[src/rtl/demux_sched.sv]
// Registered 1-to-4 stream distributor: round-robin or addressed lane selection,
// one-deep output register per lane, per-lane delivered-word counters.
module demux_sched #(
    parameter int W     = 4,
    parameter int CNT_W = 8
) (
    input  logic               clk,
    input  logic               rst_n,
    input  logic               mode,
    input  logic               in_valid,
    input  logic [W-1:0]       in_data,
    input  logic [1:0]         in_dest,
    output logic               in_ready,
    output logic [3:0]         out_valid,
    output logic [4*W-1:0]     out_data,
    input  logic [3:0]         out_ready,
    output logic [1:0]         grant,
    output logic [4*CNT_W-1:0] cnt
);

    logic [W-1:0]     lane_data [4];
    logic [CNT_W-1:0] lane_cnt  [4];
    logic [1:0]       ptr;
    logic [1:0]       tgt;
    logic [3:0]       free;
    logic [3:0]       load;
    logic [3:0]       drain;
    logic             any_free;
    logic             accept;

    always_comb begin
        free     = ~out_valid | out_ready;
        tgt      = ptr;
        any_free = 1'b0;
        if (mode) begin
            tgt      = in_dest;
            any_free = free[in_dest];
        end else begin
            // Scan from the far end so the lane closest to ptr wins.
            for (int unsigned i = 4; i > 0; i--) begin
                if (free[2'(ptr + 2'(i - 1))]) tgt = 2'(ptr + 2'(i - 1));
            end
            any_free = |free;
        end
    end

    assign in_ready = any_free;
    assign accept   = in_valid & any_free;
    assign load     = accept ? (4'b0001 << tgt) : '0;
    assign drain    = out_valid & out_ready;

    always_ff @(posedge clk or negedge rst_n) begin
        if (!rst_n) begin
            out_valid <= '0;
            ptr       <= '0;
            grant     <= '0;
            for (int unsigned k = 0; k < 4; k++) begin
                lane_data[k] <= '0;
                lane_cnt[k]  <= '0;
            end
        end else begin
            if (accept) begin
                grant <= tgt;
                if (!mode) ptr <= tgt + 2'd1;
            end
            for (int unsigned k = 0; k < 4; k++) begin
                if (load[k]) begin
                    lane_data[k] <= in_data;
                    out_valid[k] <= 1'b1;
                end else if (drain[k]) begin
                    out_valid[k] <= 1'b0;
                end
                if (drain[k]) lane_cnt[k] <= lane_cnt[k] + 1'b1;
            end
        end
    end

    always_comb begin
        out_data = '0;
        cnt      = '0;
        for (int unsigned k = 0; k < 4; k++) begin
            out_data[k*W +: W]     = out_valid[k] ? lane_data[k] : '0;
            cnt[k*CNT_W +: CNT_W]  = lane_cnt[k];
        end
    end

endmodule

[config.mk]
export PLATFORM = sky130hd
export DESIGN_NAME = demux_sched
export DESIGN_NICKNAME = d
export VERILOG_FILES = /design/src/rtl/demux_sched.sv
export SDC_FILE = /design/constraint.sdc
export NUM_CORES = 1
export LEC_CHECK = 0
export BUFFER_PORTS_ARGS = -buffer_cell sky130_fd_sc_hd__buf_2
export CORE_AREA = 2 2 72 101
export DETAILED_ROUTE_END_ITERATION = 12
export DIE_AREA = 0 0 74 103
export PLACE_DENSITY = 0.78
export SLEW_MARGIN = 20
export SYNTH_ARGS = -nofsm -noshare
export SYNTH_HDL_FRONTEND = slang
export SYNTH_SLANG_ARGS = --single-unit
export TNS_END_PERCENT = 50
[constraint.sdc]
create_clock -name clk -period 2 [get_ports clk]
set_input_delay 0.1 -clock clk [delete_from_list [all_inputs] [get_ports clk]]
set_output_delay 0.1 -clock clk [all_outputs]
set_load 0.01 [all_outputs]
==> qor.tcl, run 1 <==
set qor(run_status) {finished, violations left}
set qor(failing_checks) {negative setup slack}
set qor(antenna_violations_before_repair) 0
set qor(synth_fa_ha_area_share_pct) 1.830
set qor(worst_setup_path_end_kind) {flip-flop}
set qor(final_hold_violation_count) 0
set qor(path_buf_inv) 2
set qor(n_antenna_cell) 0
set qor(drcViolationCount) 0
set qor(clock_path_buffers) 2
set qor(clock_insertion_delay_worst_skew_ns) 0.31
set qor(finalNonFillerCells) 432
set qor(placement_stage_cell_area_mm2) 0.003415
set qor(die_height_um) 103
set qor(ys_seq_area_share_pct) 51.24
set qor(switching_share_pct) 34.70
set qor(timing.critical_path.mode_cell) {buf_4}
set qor(synthesized_netlist_cell_count) 224
set qor(max-cap-violations) 0
set qor(drtAntennaViolNets) 0
set qor(drt-wirelength-per-cell_um) 14.52
set qor(vias) 2110
set qor(drive_above_1_share_pct) 47.77
set qor(clock.fmax_ghz) 0.4561
set qor(core_region_area_mm2) 0.006802
set qor(data_required_critical_path_ns) 2.20
set qor(cp_cell_sequence) {and2b_2 > a311oi_4 > a211oi_4 > buf_4 > nor4_4 > buf_4 > mux2_1}
set qor(timing.clock.skew_ns) 0.004855
set qor(period_needed_ns) 2.193
set qor(numPlacedInstances) 408
set qor(holdCritPathClass) {in2reg}
set qor(synth_xor_xnor_area_share_pct) 8.966
set qor(post_drt_via_cell_ratio) 4.884
set qor(pin_count) 69
set qor(totalWireLength_um) 6271
set qor(synthArstFlopShare_pct) 100.0
set qor(timing.final.ws_setup_ns) -0.1927
set qor(criticalPathCategory) {reg2reg}
set qor(hold_crit_depth) 2
set qor(critical-path-max-stage-delay_ns) 0.44
set qor(synth.avg_cell_area_um2) 12.21
set qor(p_switching_mw) 1.426
set qor(report.final.setup_viol) 18
set qor(pwr-share-seq_pct) 44.7
set qor(power.density_cell_area_mw_per_mm2) 1091
set qor(synth.yosys.warnings) 0
set qor(final_util_pct) 55.37
set qor(min_from) {in_data[1]}
set qor(final_max_slew_viol_count) 0
set qor(synth.mux.area_fraction_pct) 8.234
set qor(fp-row-count) 36
set qor(cp_num_cells) 7
set qor(cts_inserted_buffers) 5
set qor(cts_tree) {yes}
set qor(detailed_place_hpwl_um) 4329
set qor(final_min_period_over_clock_period_pct) 109.6
set qor(drt-initial-drc-count) 48
set qor(synth-compound-area-share_pct) 9.607
set qor(post_synthesis_share_of_cell_area_spent_on_and_or_nand_and_nor_gates_pct) 18.39
set qor(internal_power_mw) 2.684
set qor(power.combinational.fraction_pct) 39.7
set qor(cts.clk_slew.worst_paths_ns) 0.09
set qor(floorplan.die_area_mm2) 0.007622
set qor(synthesis.nets) 242
set qor(grt_setup_unrepaired) {true}
set qor(fin_area_mm2) 0.003766
set qor(num-nets-final) 354
set qor(leakage_nw) 1.862
set qor(grt_usage_pct) 17.30
set qor(area_growth_pct) 37.69
set qor(timing.critical_path.from_type) {flip-flop}
set qor(fp.dieW_um) 74
set qor(crit_arrival_ns) 2.40
set qor(clock_sink_count) 56
set qor(clock_power_share_pct) 15.6
set qor(synth.distinct_cells) 47
set qor(grt_first_pass_wirelength_um) 9984
set qor(root_buffer) {clkbuf_8}
set qor(synth_enable_flop_cells) 0
set qor(numPortBuffers) 68
set qor(largest_family_of_logic_cells_by_synthesized_area) {simple AND/OR/NAND/NOR gates}
set qor(finalWeightedCongestion) 0.7818
set qor(synth_seq_cells) 56
set qor(via_count_of_the_first_global_routing_pass) 2072
set qor(crit_path_max_fanout) 5
set qor(p_total_mw) 4.110
set qor(aggregate_global_routing_overflow) 0
set qor(synthesis.area_mm2) 0.002735
set qor(yosys_most_used_dff) {dfrtp_1}
set qor(ir_drop_v) 0.0007091
set qor(critical_path.top_delay_family) {simple AND/OR/NAND/NOR gates}
set qor(ff2ff_path_depth) 7
set qor(worst-slew-pin-transition_ns) 0.6338
set qor(crit_path_start) {out_valid[0]}
set qor(htreeDepth) 2
set qor(starting_density_of_the_core_pct) 40.21
set qor(slew_headroom_pct) 57.46
set qor(grt_max_degree) 49
set qor(critPathSlowestCell) {dfrtp_2}
set qor(drt_first_pass_iters) 4
set qor(crit-reg2reg-launch) {out_valid[0]}
-- power by group through the flow --
stage	Clock [mW]	Sequential (mW)	Combinational, mW
after floorplan	0	1.91	0.708
after global placement	0	1.83	1.35
after detailed placement	0	1.85	1.38
after CTS	0.660	1.83	1.57
after global routing	0.704	1.89	1.78
final	0.640	1.84	1.63
-- synth_stat cells, types with 2 or more instances --
library cell | number | area share (%)
or2_1 | 2 | 0.46
nand2_1 | 15 | 2.1
mux2_2 | 4 | 1.6
xor2_1 | 9 | 2.9
and2b_1 | 2 | 0.55
nand3_1 | 8 | 1.5
a21oi_1 | 3 | 0.55
nand2b_1 | 4 | 0.91
nor4_4 | 2 | 1.6
nor4bb_1 | 2 | 0.73
and2_1 | 15 | 3.4
a211oi_1 | 2 | 0.55
o211ai_4 | 2 | 1.6
xnor2_1 | 19 | 6.1
nand4_1 | 7 | 1.6
mux2_1 | 16 | 6.6
dfrtp_1 | 56 | 51
clkbuf_1 | 2 | 0.27
o21ai_0 | 3 | 0.55
ha_1 | 4 | 1.8
a211oi_2 | 2 | 0.91
and3_1 | 3 | 0.69
o221ai_2 | 2 | 1.1
nor2_1 | 11 | 1.5
inv_1 | 3 | 0.41
and2_2 | 5 | 1.4
-- repair_timing --
| action | in CTS | in global routing |
|---|---|---|
| pin swaps | 9 | 6 |
| endpoints found under the setup margin | 21 | 21 |
| hold buffers | 1 | 0 |
| resized for setup | 16 | 14 |
| buffers inserted | 12 | 4 |
| hold endpoints to repair | 56 | 0 |
-- layout by cell type, fill, tap and decap left out, drive strengths merged, types with 4 or more instances in the layout --
master | synthesis | layout
xor2 | 9 | 9
a211oi | 5 | 5
nand3 | 8 | 8
buf | 3 | 110
dfrtp | 56 | 56
nand2b | 4 | 4
mux2 | 20 | 20
nand2 | 15 | 15
nand4 | 7 | 7
nor2 | 11 | 11
and2 | 20 | 20
clkbuf | 3 | 8
xnor2 | 19 | 19
ha | 4 | 4
-- stage by stage --
step	hold WS [ns]	setup WS [ns]	TNS, ns
6_report	0.06338	-0.1927	-1.532
5_1_grt	0.05995	-0.2525	-2.779
4_1_cts	0.06468	-0.1649	-1.360
3_5_place_dp	-0.02560	-0.1660	-2.326
3_3_place_gp	-0.03390	-0.09689	-1.507
2_1_floorplan	-0.1956	-0.03284	-0.2627
-- path summary, 6_finish.rpt --
| check | endpoint | slack, ns |
|---|---|---|
| max | lane_data[15] | -0.19 |
| min | lane_data[1] | 0.06 |
| max reg2reg | lane_data[15] | -0.19 |
| min reg2reg | cnt[15] | 0.46 |
| max in group asynchronous | out_valid[3] | 1.29 |
| min in group asynchronous | lane_data[2] | 0.16 |
-- registers in the layout, indices dropped and copies added (netlist names) --
| register | flops |
|---|---|
| cnt | 32 |
| lane_data | 16 |
| out_valid | 4 |
| grant | 2 |
| ptr | 2 |
-- layout make-up --
| cell class | count | area, µm² |
|---|---|---|
| fill | 576 | 3035 |
| multi-input combinational | 159 | 1439 |
| sequential | 56 | 1406 |
| timing repair buffer | 111 | 700.7 |
| tap | 95 | 118.9 |
| clock buffer | 8 | 90.09 |
| inverter | 3 | 11.26 |
-- per-layer routing --
| metal | vias up | part of all wire (%) | global-route usage [%] |
|---|---|---|---|
| met5 | - | 0 | 0 |
| met4 | 0 | 2.9 | 9.091 |
| met3 | 12 | 3.3 | 3.128 |
| met2 | 52 | 51 | 28.57 |
| met1 | 1036 | 43 | 21.29 |
| li1 | 1010 | - | - |
-- worst reg2reg max path, stage by stage, from the launching register on --
cell,delay (ns)
dfrtp_2,0.44
and2b_2,0.26
a311oi_4,0.34
a211oi_4,0.07
buf_4,0.16
nor4_4,0.30
buf_4,0.20
mux2_1,0.32
-- kinds of logic (layout without fill, tap and decap cells) --
logic type / after synthesis / after routing
muxes: 20 / 20
xor gates and xnor gates: 28 / 28
AOI/OAI and AO/OA: 24 / 24
adders and majority gates: 4 / 4
DFF: 56 / 56
buffers and inverters: 9 / 122
and+or+nand+nor: 83 / 83
No activity file was read; power rests on OpenSTA's default activity.
==> inputs of run 2 (changes only) <==
- BUFFER_PORTS_ARGS: -buffer_cell sky130_fd_sc_hd__buf_2 -> unset
- CORE_AREA: 2 2 72 101 -> 2 2 63 88
- DIE_AREA: 0 0 74 103 -> 0 0 65 90
- DONT_BUFFER_PORTS: unset -> 1
- PLACE_DENSITY: 0.78 -> 0.84
==> run 2 against run 1 <==
- the run still ends with negative setup slack left
- highest routed layer unchanged
- hold slack worse by 0.038 ns
- total power is 6.9% lower
- register-to-register slack better by 0.04 ns
- utilization is 11 points higher
- critical endpoint is now lane_data[5]
- clock power hardly changed
- via count is 9.4% lower
- maximum frequency is 2.0% higher
- non-clock buffer count is 72 lower
- global-route usage is 5.5 points higher
- design area is 10% lower
- critical path type unchanged
==> qor.tcl, run 2 (synthesis results as in run 1) <==
set qor(final_common_cell) {dfrtp_1}
set qor(antenna_violations_before_repair) 0
set qor(grt_setup_unrepaired) {true}
set qor(placement_stage_cell_area_mm2) 0.002988
set qor(fin_area_mm2) 0.003372
set qor(detailed_place_hpwl_um) 4217
set qor(switching_share_pct) 35.69
set qor(pre_cts_slack_ns) -0.2018
set qor(final_max_slew_viol_count) 0
set qor(drt-initial-drc-count) 91
set qor(clock_power_share_pct) 16.8
set qor(core_region_area_mm2) 0.005081
set qor(internal_power_mw) 2.460
set qor(power.density_cell_area_mw_per_mm2) 1134
set qor(clock_path_buffers) 2
set qor(area.sequential_mm2) 0.001405
set qor(cts_tree) {yes}
set qor(numPortBuffers) 0
set qor(totalWireLength_um) 6159
set qor(final_min_period_over_clock_period_pct) 107.5
set qor(holdCritPathClass) {in2reg}
set qor(clock_sink_count) 56
set qor(die_height_um) 90
set qor(root_buffer) {clkbuf_8}
set qor(drt-wirelength-per-cell_um) 18.61
set qor(ir_drop_v) 0.0008503
set qor(crit_arrival_ns) 2.35
set qor(final_hold_violation_count) 0
set qor(largest_register_ff_count) 32
set qor(worst_setup_path_end_kind) {flip-flop}
set qor(timing.critical_path.from_type) {flip-flop}
set qor(power.combinational.fraction_pct) 31.9
set qor(num-nets-final) 282
set qor(period_needed_ns) 2.150
set qor(cts_inserted_buffers) 5
set qor(grt_max_degree) 57
set qor(finalNonFillerCells) 331
set qor(pwr-share-seq_pct) 51.3
set qor(clock.fmax_ghz) 0.4650
set qor(multi_input_logic_area_mm2) 0.001413
set qor(post_drt_via_cell_ratio) 5.773
set qor(starting_density_of_the_core_pct) 53.83
set qor(data_required_critical_path_ns) 2.20
set qor(failing_checks) {negative setup slack}
set qor(max-cap-violations) 0
set qor(layout_common_cells) {dfrtp_1, buf_4, xnor2_1, and2_1, nand2_1}
set qor(fillers) 385
set qor(area_growth_pct) 23.28
set qor(p_switching_mw) 1.365
set qor(grt_first_pass_wirelength_um) 10240
set qor(drcViolationCount) 0
set qor(finalWeightedCongestion) 0.8520
set qor(drt_first_pass_iters) 4
set qor(timing.clock.skew_ns) 0.003046
set qor(leakage_nw) 1.498
set qor(vias) 1911
set qor(slew_headroom_pct) 62.88
set qor(n_antenna_cell) 0
set qor(pin_count) 69
set qor(grt_usage_pct) 22.82
set qor(aggregate_global_routing_overflow) 0
set qor(drtAntennaViolNets) 0
set qor(cts.clk_slew.worst_paths_ns) 0.09
set qor(clock_insertion_delay_worst_skew_ns) 0.31
set qor(numPlacedInstances) 306
set qor(timing.reg2reg.setup_slack_ns) -0.15
set qor(timing.final.ws_setup_ns) -0.1505
set qor(crit_path_max_fanout) 5
set qor(criticalPathCategory) {reg2reg}
set qor(report.final.setup_viol) 16
set qor(fp.dieW_um) 65
set qor(drive_above_1_share_pct) 29.81
set qor(fp-row-count) 31
set qor(via_count_of_the_first_global_routing_pass) 1990
set qor(floorplan.die_area_mm2) 0.005850
set qor(run_status) {finished, violations left}
set qor(htreeDepth) 2
set qor(worst-slew-pin-transition_ns) 0.5531
set qor(p_total_mw) 3.825
run 2: cell type report:
cell class | count | share of cell area, %
inverter | 3 | 0.3340
sequential | 56 | 41.67
clock inverter | 1 | 0.2226
multi-input combinational | 159 | 41.89
clock buffer | 7 | 2.560
tap | 66 | 2.449
timing repair buffer | 39 | 10.87
run 2: metrics by stage:
step / setup TNS [ns] / hold WS (ns) / utilization [%]
3_5_place_dp: -2.395 / -0.1946 / 58.80
5_1_grt: -2.488 / 0.05675 / 66.36
2_1_floorplan: -0.2627 / -0.1956 / -
3_3_place_gp: -1.569 / -0.1946 / 58.80
6_report: -1.322 / 0.02588 / 66.36
4_1_cts: -1.597 / -0.08884 / 64.98
run 2: power groups by stage:
stage                     clock network, mW  registers, mW  logic, mW
after global placement                    0           1.96      0.921
final                                 0.643           1.96       1.22
after floorplan                           0           1.91      0.708
after global routing                  0.702           2.02       1.32
after detailed placement                  0           1.98      0.968
after CTS                             0.665           1.96       1.16
run 2: worst max-delay path: stages (launching register included):
cell and delay [ns]:
dfrtp_1 0.44, nand2b_1 0.21, buf_4 0.16, o41ai_4 0.10, a211o_4 0.39, nor4_4 0.28, buf_6 0.16, mux2_4 0.30
run 2: path summary, 6_finish.rpt:
check                              start            end  depth (start not counted)
max                         out_valid[0]   lane_data[5]                          7
max in group asynchronous          rst_n   out_valid[2]                          2
min in group asynchronous          rst_n         cnt[6]                          2
min                                 mode         ptr[0]                          3
max reg2reg                 out_valid[0]   lane_data[5]                          7
min reg2reg                lane_data[11]  lane_data[11]                          1
run 2: metal layers:
| metal | vias to the layer above | global-route usage [%] | share of wire, % |
|---|---|---|---|
| met5 | - | 0 | 0 |
| met3 | 10 | 4.130 | 3.7 |
| met1 | 980 | 26.73 | 38 |
| met2 | 54 | 40.46 | 56 |
| met4 | 0 | 8.865 | 2.2 |
| li1 | 867 | - | - |
run 2: repair_timing:
item | 4_1_cts | 5_1_grt
buffers inserted | 7 | 3
hold buffers | 7 | 1
pin swaps | 5 | 5
resized for setup | 11 | 9
endpoints found under the hold margin | 75 | 4
setup endpoints to repair | 17 | 19
